## config.mk

```make
export PLATFORM = sky130hd
export DESIGN_NAME = rv32imf_obi_arbiter
export DESIGN_NICKNAME = d
export VERILOG_FILES = /design/src/rtl/rv32imf_obi_arbiter.sv
export SDC_FILE = /design/constraint.sdc
export NUM_CORES = 1
export LEC_CHECK = 0
export ABC_AREA = 0
export CELL_PAD_IN_SITES_DETAIL_PLACEMENT = 0
export CELL_PAD_IN_SITES_GLOBAL_PLACEMENT = 1
export CORE_ASPECT_RATIO = 0.75
export CORE_MARGIN = 2
export CORE_UTILIZATION = 13
export CTS_CLUSTER_SIZE = 12
export DETAILED_ROUTE_END_ITERATION = 6
export PLACE_DENSITY_LB_ADDON = 0.05
export SETUP_SLACK_MARGIN = 0.02
export SLEW_MARGIN = 20
export SYNTH_ARGS = -nofsm -noshare
export SYNTH_HDL_FRONTEND = slang
export SYNTH_SLANG_ARGS = --single-unit
export TNS_END_PERCENT = 1
```

## constraint.sdc

```tcl
create_clock -name clk -period 3.6 [get_ports clk]
set_input_delay 0.9 -clock clk [delete_from_list [all_inputs] [get_ports clk]]
set_output_delay 0.9 -clock clk [all_outputs]
set_load 0.03 [all_outputs]
```

## src/rtl/rv32imf_obi_arbiter.sv

```systemverilog
// Shares one OBI master port between instruction fetch and load/store, routing responses by an in-order owner FIFO.
// Optional build macro RV32IMF_OBI_ARB_ROUND_ROBIN_EN selects round-robin instead of DATA-first priority.
module rv32imf_obi_arbiter #(
   parameter int unsigned MAX_OUTSTANDING = 2
) (
   input  logic        clk,
   input  logic        rst_n,
   input  logic        instr_req_i,
   output logic        instr_gnt_o,
   input  logic [31:0] instr_addr_i,
   output logic        instr_rvalid_o,
   output logic [31:0] instr_rdata_o,
   output logic        instr_err_o,
   input  logic        data_req_i,
   output logic        data_gnt_o,
   input  logic [31:0] data_addr_i,
   input  logic        data_we_i,
   input  logic [3:0]  data_be_i,
   input  logic [31:0] data_wdata_i,
   input  logic [5:0]  data_atop_i,
   output logic        data_rvalid_o,
   output logic [31:0] data_rdata_o,
   output logic        data_err_o,
   output logic        obi_req_o,
   input  logic        obi_gnt_i,
   output logic [31:0] obi_addr_o,
   output logic        obi_we_o,
   output logic [3:0]  obi_be_o,
   output logic [31:0] obi_wdata_o,
   output logic [5:0]  obi_atop_o,
   input  logic [31:0] obi_rdata_i,
   input  logic        obi_rvalid_i,
   input  logic        obi_err_i
);
   localparam int unsigned CW = $clog2(MAX_OUTSTANDING + 1);
   localparam int unsigned PW = (MAX_OUTSTANDING > 1) ? $clog2(MAX_OUTSTANDING) : 1;

   typedef enum logic {FREE, LOCKED} state_t;
   typedef enum logic {OWN_INSTR = 1'b0, OWN_DATA = 1'b1} owner_t;

   state_t        state, state_nxt;
   owner_t        sel, arb_sel, lock_owner, head;
   owner_t        fifo [MAX_OUTSTANDING];
   logic [CW-1:0] count;
   logic [PW-1:0] wptr, rptr;
   logic          full, sel_req, push, pop;

   function automatic logic [PW-1:0] ptr_inc(input logic [PW-1:0] p);
      return (p == PW'(MAX_OUTSTANDING - 1)) ? '0 : p + 1'b1;
   endfunction

`ifdef RV32IMF_OBI_ARB_ROUND_ROBIN_EN
   owner_t last_owner;

   always_comb begin
      arb_sel = OWN_DATA;
      if (instr_req_i && data_req_i)
         arb_sel = (last_owner == OWN_DATA) ? OWN_INSTR : OWN_DATA;
      else if (instr_req_i)
         arb_sel = OWN_INSTR;
   end

   always_ff @(posedge clk or negedge rst_n) begin
      if (!rst_n)    last_owner <= OWN_INSTR;
      else if (push) last_owner <= sel;
   end
`else
   always_comb begin
      arb_sel = OWN_DATA;
      if (instr_req_i && !data_req_i)
         arb_sel = OWN_INSTR;
   end
`endif

   assign full = (count == CW'(MAX_OUTSTANDING));

   // Once a request is presented without grant, the selection is frozen until the bus accepts it.
   always_comb begin
      state_nxt = state;
      sel       = arb_sel;
      sel_req   = instr_req_i | data_req_i;
      if (state == LOCKED) begin
         sel     = lock_owner;
         sel_req = (lock_owner == OWN_DATA) ? data_req_i : instr_req_i;
      end
      obi_req_o = sel_req & ~full;
      case (state)
         FREE:    if (obi_req_o && !obi_gnt_i) state_nxt = LOCKED;
         LOCKED:  if (obi_gnt_i)               state_nxt = FREE;
         default: state_nxt = FREE;
      endcase
   end

   assign obi_addr_o  = (sel == OWN_DATA) ? data_addr_i  : instr_addr_i;
   assign obi_we_o    = (sel == OWN_DATA) & data_we_i;
   assign obi_be_o    = (sel == OWN_DATA) ? data_be_i    : 4'hF;
   assign obi_wdata_o = (sel == OWN_DATA) ? data_wdata_i : '0;
   assign obi_atop_o  = (sel == OWN_DATA) ? data_atop_i  : '0;

   assign push        = obi_req_o & obi_gnt_i;
   assign instr_gnt_o = push & (sel == OWN_INSTR);
   assign data_gnt_o  = push & (sel == OWN_DATA);

   // A response with nothing outstanding has no owner and is discarded.
   assign pop  = obi_rvalid_i & (count != '0);
   assign head = fifo[rptr];

   assign instr_rvalid_o = pop & (head == OWN_INSTR);
   assign data_rvalid_o  = pop & (head == OWN_DATA);
   assign instr_rdata_o  = obi_rdata_i;
   assign data_rdata_o   = obi_rdata_i;
   assign instr_err_o    = obi_err_i;
   assign data_err_o     = obi_err_i;

   always_ff @(posedge clk or negedge rst_n) begin
      if (!rst_n) begin
         state      <= FREE;
         lock_owner <= OWN_INSTR;
         count      <= '0;
         wptr       <= '0;
         rptr       <= '0;
      end else begin
         state <= state_nxt;
         if (state == FREE && state_nxt == LOCKED) lock_owner <= sel;
         if (push) wptr <= ptr_inc(wptr);
         if (pop)  rptr <= ptr_inc(rptr);
         count <= count + CW'(push) - CW'(pop);
      end
   end

   always_ff @(posedge clk) begin
      if (push) fifo[wptr] <= sel;
   end

`ifndef SYNTHESIS
   always_ff @(posedge clk) begin
      if (rst_n)
         assert (!(obi_rvalid_i && count == '0))
            else $warning("obi response with no outstanding transaction dropped");
   end
`endif
endmodule

```

* Word-level counts from Yosys, hierarchy flattened
Memory sizes are Yosys's and may differ from the RTL's.
Index checks and enable logic that the tools add are counted.
** Word-level totals
- Word-level logic and storage cells :: 45
- Input port bits :: 146
- Memories :: 1
- Output and inout bits :: 146
- Register bits after elaboration :: 6
- Bits in writable memories :: 2
** Memory list
- fifo :: words 2, bits a word 1, read ports 1, clocked after memory_dff 0, write ports 1, line 43 : owner_t fifo [MAX_OUTSTANDING];
** Cells by class
- Reductions and logical operators :: 6
- Equal/unequal tests :: 1
- Bitwise gates (word level) :: 13
- Add/subtract/negate cells :: 4
- Multiplexer cells :: 15
** Operator list (number)
- $mux 32 :: 2
- $mux 1 :: 10
- $and 1x1->1 :: 8
- $mux 6 :: 1
- $mux 4 :: 1
- $not 1->1 :: 4
- $logic_and 1x1->1 :: 3
- $add 1x1->1 const B :: 2
- $add 2x1->2 :: 1
- $eq 2x2->1 const B :: 1
- $logic_not 1->1 :: 2
- $pmux 1 s2 :: 1
- $reduce_bool 2->1 :: 1
- $sub 2x1->2 :: 1
- $or 1x1->1 :: 1

* Longest topological paths before layout
Gate-level depths: netlist of the first run.
- Depth after elaboration :: 7
- Gate-level depth with buffers :: 7
- Gate-level depth less buffers :: 7

* Least setup slack after synthesis of the first run
Ideal clock, no wire load.
- Path kind :: input to output
- Start point :: input port data_req_i
- End point :: output port data_gnt_o
- Stages on the path :: 3
- Buffers on the path :: 0
- Required time :: 2.700 ns
- Path slack :: 0.487 ns
- Arrival time :: 2.213 ns
- Path through :: mux2i_1 a2111o_1 a211oi_1
** On the way
- Cells in the longest elaborated chain, start to end :: 5
- Elaborated cells between the ends (all ways) :: 10
- Classes of those cells :: mux: 4; bitwise: 4; reduce/logical: 2
** RTL lines
- start: declaration :: line 14 : input logic data_req_i,
- $or 1x1->1 (tied with other cells) :: line 81 : sel_req = instr_req_i | data_req_i;
- $mux 1 / $logic_and 1x1->1 (equally long branches) :: line 82, 70
- $and 1x1->1 / $mux 1 (equally long branches) :: line 86, 70
- $and 1x1->1 / $mux 1 (equally long branches) :: line 100, 82
- $and 1x1->1 (*) :: line 102 : assign data_gnt_o = push & (sel == OWN_DATA);
- end: declaration :: line 15 : output logic data_gnt_o,
Every way passes the cells marked *; elsewhere a longest branch is shown, timed or not.

* Worst setup path in the final report of the first run
- Start point :: input port instr_req_i
- End point :: output port obi_addr_o[27]
** On the way
- Cells in the longest elaborated chain, start to end :: 4
** RTL lines
- start: declaration :: line 8 : input logic instr_req_i,
- $logic_and 1x1->1 :: line 70 : if (instr_req_i && !data_req_i)
- $mux 1 :: line 70
- $mux 1 :: line 82 : if (state == LOCKED) begin
- $mux 32 :: line 94 : assign obi_addr_o = (sel == OWN_DATA) ? data_addr_i : instr_addr_i;
- end: declaration :: line 26 : output logic [31:0] obi_addr_o,
No other way between the ends.

==> impl_metrics.env, run 1 <==
export IMPL_cpLargestDelayFamily="buffers and inverters"
export IMPL_io_pins=292
export IMPL_drt_wl_total_um=6710
export IMPL_min_path_type="register to register"
export IMPL_wire_per_inst_um=13.7
export IMPL_path_buf_inv=3
export IMPL_powerDensity_nw_per_um2=510
export IMPL_coreArea_um2=12200
export IMPL_cts_buffers=3
export IMPL_switching_power_uw=772
export IMPL_fill_cells=1345
export IMPL_ys_seq_area_share_pct=13.1
export IMPL_fmax_ghz=0.287
export IMPL_std_cell_rows=35
export IMPL_cp_slowest_cell="clkdlybuf4s50_1"
export IMPL_r2r_end="count[1]"
export IMPL_syn_area_um2=1600
export IMPL_die_area_um2=13300
export IMPL_synth_top_area_share_pct=32.8
export IMPL_p_leak_uw=0.00138
export IMPL_cp_start_kind="primary input"
export IMPL_clkLatencyLatePin_ns=0.23
export IMPL_grt_max_degree=32
export IMPL_crit_path_end_kind="output port"
export IMPL_synthToLayoutAreaGrowth_pct=101
export IMPL_synth_fp_nets=338
export IMPL_crit_path_max_fanout=23
export IMPL_hold_buffers=0
export IMPL_fin_crit_sh_pct=96.8
export IMPL_syn_mean_instance_area_um2=8.44
export IMPL_rsz0062_at_grt="yes"
export IMPL_tritoncts="done"
export IMPL_htreeDepth=1
export IMPL_drt_iter0_markers=18
export IMPL_yosys_area_top_type="buf_4"
export IMPL_p_int_uw=876
export IMPL_swShare_pct=46.9
export IMPL_worstPathRequired_ns=2.70
export IMPL_start_util_pct=13.2
export IMPL_root_buffer="clkbuf_16"
export IMPL_viasPerCell=3.51
export IMPL_pwr_share_clk_pct=11.6
export IMPL_port_buffers=192
export IMPL_finalNonFillerCells=488
export IMPL_yosysWarnings=0
export IMPL_postCtsSetupBuffers=0
export IMPL_ant_nets=0
export IMPL_clk_pin_slew_ns=0.04
export IMPL_worst_pin_slew_ns=0.378
export IMPL_placed_cells=484
export IMPL_crit_path_cell_trace="clkdlybuf4s50_1 > nor3b_2 > a21oi_4 > buf_12 > mux2_2 > dlygate4sd2_1"
export IMPL_crit_arrival_ns=2.58
export IMPL_layout_common_cells="115 x clkdlybuf4s50_1, 62 x buf_4, 39 x and2_1, 32 x mux2_2, 20 x dlygate4sd2_1"
export IMPL_maxCapViolCount=0
export IMPL_cts_max_path_buffers=2
export IMPL_dpl_hpwl_um=5860
export IMPL_antenna_found_initial=0
export IMPL_synth_cell_types=21
export IMPL_crit_cells=6
export IMPL_status="finished clean"
export IMPL_peakVddDrop_v=0.000159
export IMPL_final_net_count=471
export IMPL_die_w_um=132
export IMPL_dieHeight_um=100
export IMPL_rrSetupSlack_ns=1.55
export IMPL_num_vias=1713
export IMPL_cp_startpoint="instr_req_i"
export IMPL_synth_area_leaders="buf_4 33%, mux2_2 22%, and2_1 15%"
export IMPL_track_usage_pct=9.09
export IMPL_ys_ff_latch=8
export IMPL_skew_ns=0.000624
export IMPL_syn_instance_count=190
export IMPL_path_class="primary input to output port"
export IMPL_first_pass_iters=4
export IMPL_drc_errors=0
export IMPL_slew_viol_final=0
export IMPL_crit_path_max_incr_delay_ns=0.41
export IMPL_mostFrequentLayoutCell="clkdlybuf4s50_1"
export IMPL_n_antenna_cell=0
export IMPL_finalSetupViolations=0
export IMPL_r2r_start="lock_owner"
export IMPL_hold_violations=0
export IMPL_min_period_ns=3.48
export IMPL_r2r_worst_path_cells=8
export IMPL_pwr_share_comb_pct=78.2
export IMPL_power_sequential_fraction_pct=10.3
export IMPL_grt_pass1_vias=1660
export IMPL_cts_num_sinks=8
export IMPL_power_uw=1650
export IMPL_crit_path_end="obi_addr_o[27]"
export IMPL_grt_overflow_total=0
export IMPL_grt_pass1_wl_um=9420
export IMPL_final_util_pct=26.5
export IMPL_slew_headroom_pct=74.5
export IMPL_final_layout_size_suffix_gt1_share_pct=32.3
export IMPL_gp_congestion=0.662
-- registers in the layout (all words and copies together) (netlist names) --
register and flops:
state 1, lock_owner 1, count 2, wptr 1
rptr 1, fifo 2
-- cells in the mapped netlist --
master,n
a21oi_1,2
edfxtp_1,2
mux2_2,32
ha_1,2
inv_1,6
xnor2_1,4
a2111o_1,1
a21oi_2,1
nor2b_1,2
nand3_1,1
a32o_1,1
nand2b_1,5
mux2i_1,2
buf_4,70
dfrtp_1,6
buf_2,4
and2_1,39
o21ai_0,2
nor2_1,6
a211oi_1,1
nor3b_2,1
-- cell type report --
class	instances	area [µm²]	share of cell area, %
clock buffer	4	78.8	2.44
inverter	6	22.5	0.697
multi-input combinational	102	833	25.8
sequential	8	210	6.51
tap	166	208	6.43
timing repair buffer	202	1880	58.1
-- worst min-delay path by stage --
stage	start	endpoint	slack, ns	depth (start not counted)
after floorplan	rptr	rptr	0.47	1
final	wptr	wptr	0.49	1
after CTS	rptr	rptr	0.50	1
after global routing	wptr	wptr	0.52	1
after detailed placement	wptr	wptr	0.49	1
after global placement	rptr	rptr	0.49	1
-- timing repair --
| action | 4_1_cts | 5_1_grt |
|---|---|---|
| hold endpoints to repair | 0 | 0 |
| resized for setup | 21 | 2 |
| cloned | 0 | 0 |
| pin swaps | 0 | 0 |
| endpoints found under the setup margin | 21 | 1 |
-- power by group through the flow --
stage / sequential [µW] / clock [µW] / combinational, µW
floorplan: 162 / 0 / 913
global placement: 175 / 0 / 1340
detailed placement: 172 / 0 / 1330
CTS: 169 / 196 / 1310
global route: 175 / 203 / 1370
finish: 169 / 191 / 1290
-- cell families after synthesis --
family	synth area share, %
AO/OA/AOI/OAI	3.59
XOR/XNOR	2.18
adder cells (fa/ha/maj)	1.56
buffers and inverters	35.4
flip-flops	13.1
multiplexers	23.7
AND/OR/NAND/NOR	20.4
-- routing by layer --
metal,vias to the layer above,GRT usage [%],routed length (µm)
li1,810,-,-
met1,741,9.65,2420
met2,160,15.2,3200
met3,2,6.52,1070
met4,0,1.24,19
met5,-,0,0
-- per-stage QoR --
step	TNS, ns	hold slack, ns	cell area [µm²]	setup WS [ns]
2_1_floorplan	0	0.468	1600	0.487
3_3_place_gp	-2.22	0.488	3170	-0.124
3_5_place_dp	-2.17	0.487	3170	-0.126
4_1_cts	0	0.496	3220	0.0437
5_1_grt	0	0.515	3230	0.0190
6_report	0	0.494	3230	0.117
No activity file was read; power rests on OpenSTA's default activity.
==> inputs of run 2 (changes only) <==
--- a/config.mk
+++ b/config.mk
@@ -9,7 +9,7 @@
 export CELL_PAD_IN_SITES_DETAIL_PLACEMENT = 0
 export CELL_PAD_IN_SITES_GLOBAL_PLACEMENT = 1
 export CORE_ASPECT_RATIO = 0.75
-export CORE_MARGIN = 2
+export CORE_MARGIN = 1
 export CORE_UTILIZATION = 13
 export CTS_CLUSTER_SIZE = 12
 export DETAILED_ROUTE_END_ITERATION = 6
==> run 2 against run 1 <==
Cell count decreased by 0.82%; non-clock buffer count unchanged; total power increased by 1.7%; wire length increased by 6.0%; die area decreased by 3.5%; final area increased by 1.4%; clock skew increased by 0.0028 ns; critical endpoint is now obi_addr_o[9]; largest cell class unchanged; highest routed layer unchanged.
==> impl_metrics.env, run 2 (synthesis gave the netlist of run 1 again) <==
export IMPL_min_path_type="register to register"
export IMPL_n_antenna_cell=0
export IMPL_skew_ns=0.00342
export IMPL_route_met2_wl_um=3830
export IMPL_min_period_ns=3.50
export IMPL_root_buffer="clkbuf_16"
export IMPL_layout_common_cells="115 x clkdlybuf4s50_1, 56 x buf_4, 39 x and2_1, 32 x mux2_2, 16 x dlygate4sd2_1"
export IMPL_maxCapViolCount=0
export IMPL_place_ws_ns=-0.165
export IMPL_dr_wl_met3_um=903
export IMPL_fin_crit_sh_pct=97.2
export IMPL_hold_violations=0
export IMPL_min_delay_start="rptr"
export IMPL_die_area_um2=12800
export IMPL_drt_iter0_markers=33
export IMPL_cts_max_path_buffers=2
export IMPL_std_cell_rows=34
export IMPL_slew_viol_final=0
export IMPL_rsz0062_at_grt="yes"
export IMPL_crit_path_max_fanout=16
export IMPL_cts_buffers=3
export IMPL_setup_tns_final_ns=0
export IMPL_top_layer="met4"
export IMPL_start_util_pct=13.6
export IMPL_io_pins=292
export IMPL_coreArea_um2=11800
export IMPL_dieHeight_um=98.2
export IMPL_final_layout_size_suffix_gt1_share_pct=31.4
export IMPL_htreeDepth=1
export IMPL_crit_path_end_kind="output port"
export IMPL_crit_arrival_ns=2.60
export IMPL_final_util_pct=27.7
export IMPL_grt_pass1_wl_um=10100
export IMPL_worstPathRequired_ns=2.70
export IMPL_setup_ws_ns=0.101
export IMPL_dpl_hpwl_um=6360
export IMPL_holdWs_ns=0.494
export IMPL_drt_wl_total_um=7110
export IMPL_cts_num_sinks=8
export IMPL_ant_nets=0
export IMPL_mostFrequentLayoutCell="clkdlybuf4s50_1"
export IMPL_power_sequential_fraction_pct=10.2
export IMPL_cp_startpoint="instr_req_i"
export IMPL_cp_start_kind="primary input"
export IMPL_r2r_start="lock_owner"
export IMPL_p_int_uw=894
export IMPL_clk_pin_slew_ns=0.04
export IMPL_final_net_count=471
export IMPL_grt_pass1_vias=1814
export IMPL_status="finished clean"
export IMPL_path_class="primary input to output port"
export IMPL_track_usage_pct=10.6
export IMPL_switching_power_uw=784
export IMPL_clkLatencyLatePin_ns=0.23
export IMPL_num_vias=1683
export IMPL_antenna_found_initial=0
export IMPL_pwr_share_clk_pct=11.5
export IMPL_wire_per_inst_um=14.7
export IMPL_drt_met1_wl_um=2290
export IMPL_slew_headroom_pct=62.7
export IMPL_tritoncts="done"
export IMPL_first_pass_iters=3
export IMPL_fill_cells=1273
export IMPL_gp_congestion=0.708
export IMPL_port_buffers=192
export IMPL_synthToLayoutAreaGrowth_pct=104
export IMPL_swShare_pct=46.7
export IMPL_p_leak_uw=0.00139
export IMPL_finalSetupViolations=0
export IMPL_viasPerCell=3.48
export IMPL_powerDensity_nw_per_um2=512
export IMPL_power_uw=1680
export IMPL_grt_overflow_total=0
export IMPL_fmax_ghz=0.286
export IMPL_pwr_share_comb_pct=78.3
export IMPL_drc_errors=0
export IMPL_worst_pin_slew_ns=0.553
export IMPL_reg_top3="count: 2 flops, fifo: 2 flops"
export IMPL_die_w_um=130
export IMPL_peakVddDrop_v=0.000186
export IMPL_grt_max_degree=25
run 2: cell count changes in the layout (fill, tap and decap cells not counted):
cell             before  now
buf_4                62   56
dlygate4sd2_1        20   16
buf_6                 1    0
buf_12                3    7
clkbuf_2              0    1
buf_8                 1    0
clkdlybuf4s15_1       0    7
run 2: worst max-delay path, stage by stage:
cell             delay, ns
clkdlybuf4s50_1       0.41
nor3b_2               0.18
a21oi_4               0.22
buf_12                0.19
mux2_2                0.34
clkdlybuf4s15_1       0.35
run 2: timing repair:
item	in CTS	in global routing
hold buffers	0	0
resized for setup	24	9
buffers inserted	0	0
setup endpoints to repair	24	24
run 2: power by group through the flow:
stage	sequential [µW]	combinational, µW	clock, µW
4_1_cts	172	1340	198
3_3_place_gp	174	1390	0
2_1_floorplan	162	913	0
6_report	172	1310	192
5_1_grt	179	1410	205
3_5_place_dp	172	1380	0
run 2: area by class of cell:
class	count	area [µm²]	share of cell area [%]
repair buffers	202	1930	58.8
clock buffers	4	78.8	2.41
multi-input cells	102	833	25.4
flip-flops and latches	8	210	6.42
inverters	6	22.5	0.688
well taps	162	203	6.19
run 2: path summary, 6_finish.rpt:
kind | end | slack [ns] | cells after the start
hold / removal | rptr | 0.49 | 1
max in group asynchronous | state | 2.47 | 1
setup reg to reg | count[1] | 1.59 | 8
setup / recovery | obi_addr_o[9] | 0.10 | 6
min in group asynchronous | rptr | 0.91 | 1
hold reg to reg | rptr | 0.49 | 1
run 2: stage by stage:
step / area, µm² / std cells
floorplan: 1600 / 190
global placement: 3220 / 480
detailed placement: 3220 / 480
CTS: 3270 / 484
global route: 3270 / 484
finish: 3270 / 484
run 2: layer usage:
layer | vias up | global-route usage [%]
met5 | - | 0
met4 | 0 | 1.97
met3 | 20 | 4.71
met2 | 133 | 21.1
met1 | 722 | 9.78
li1 | 808 | -
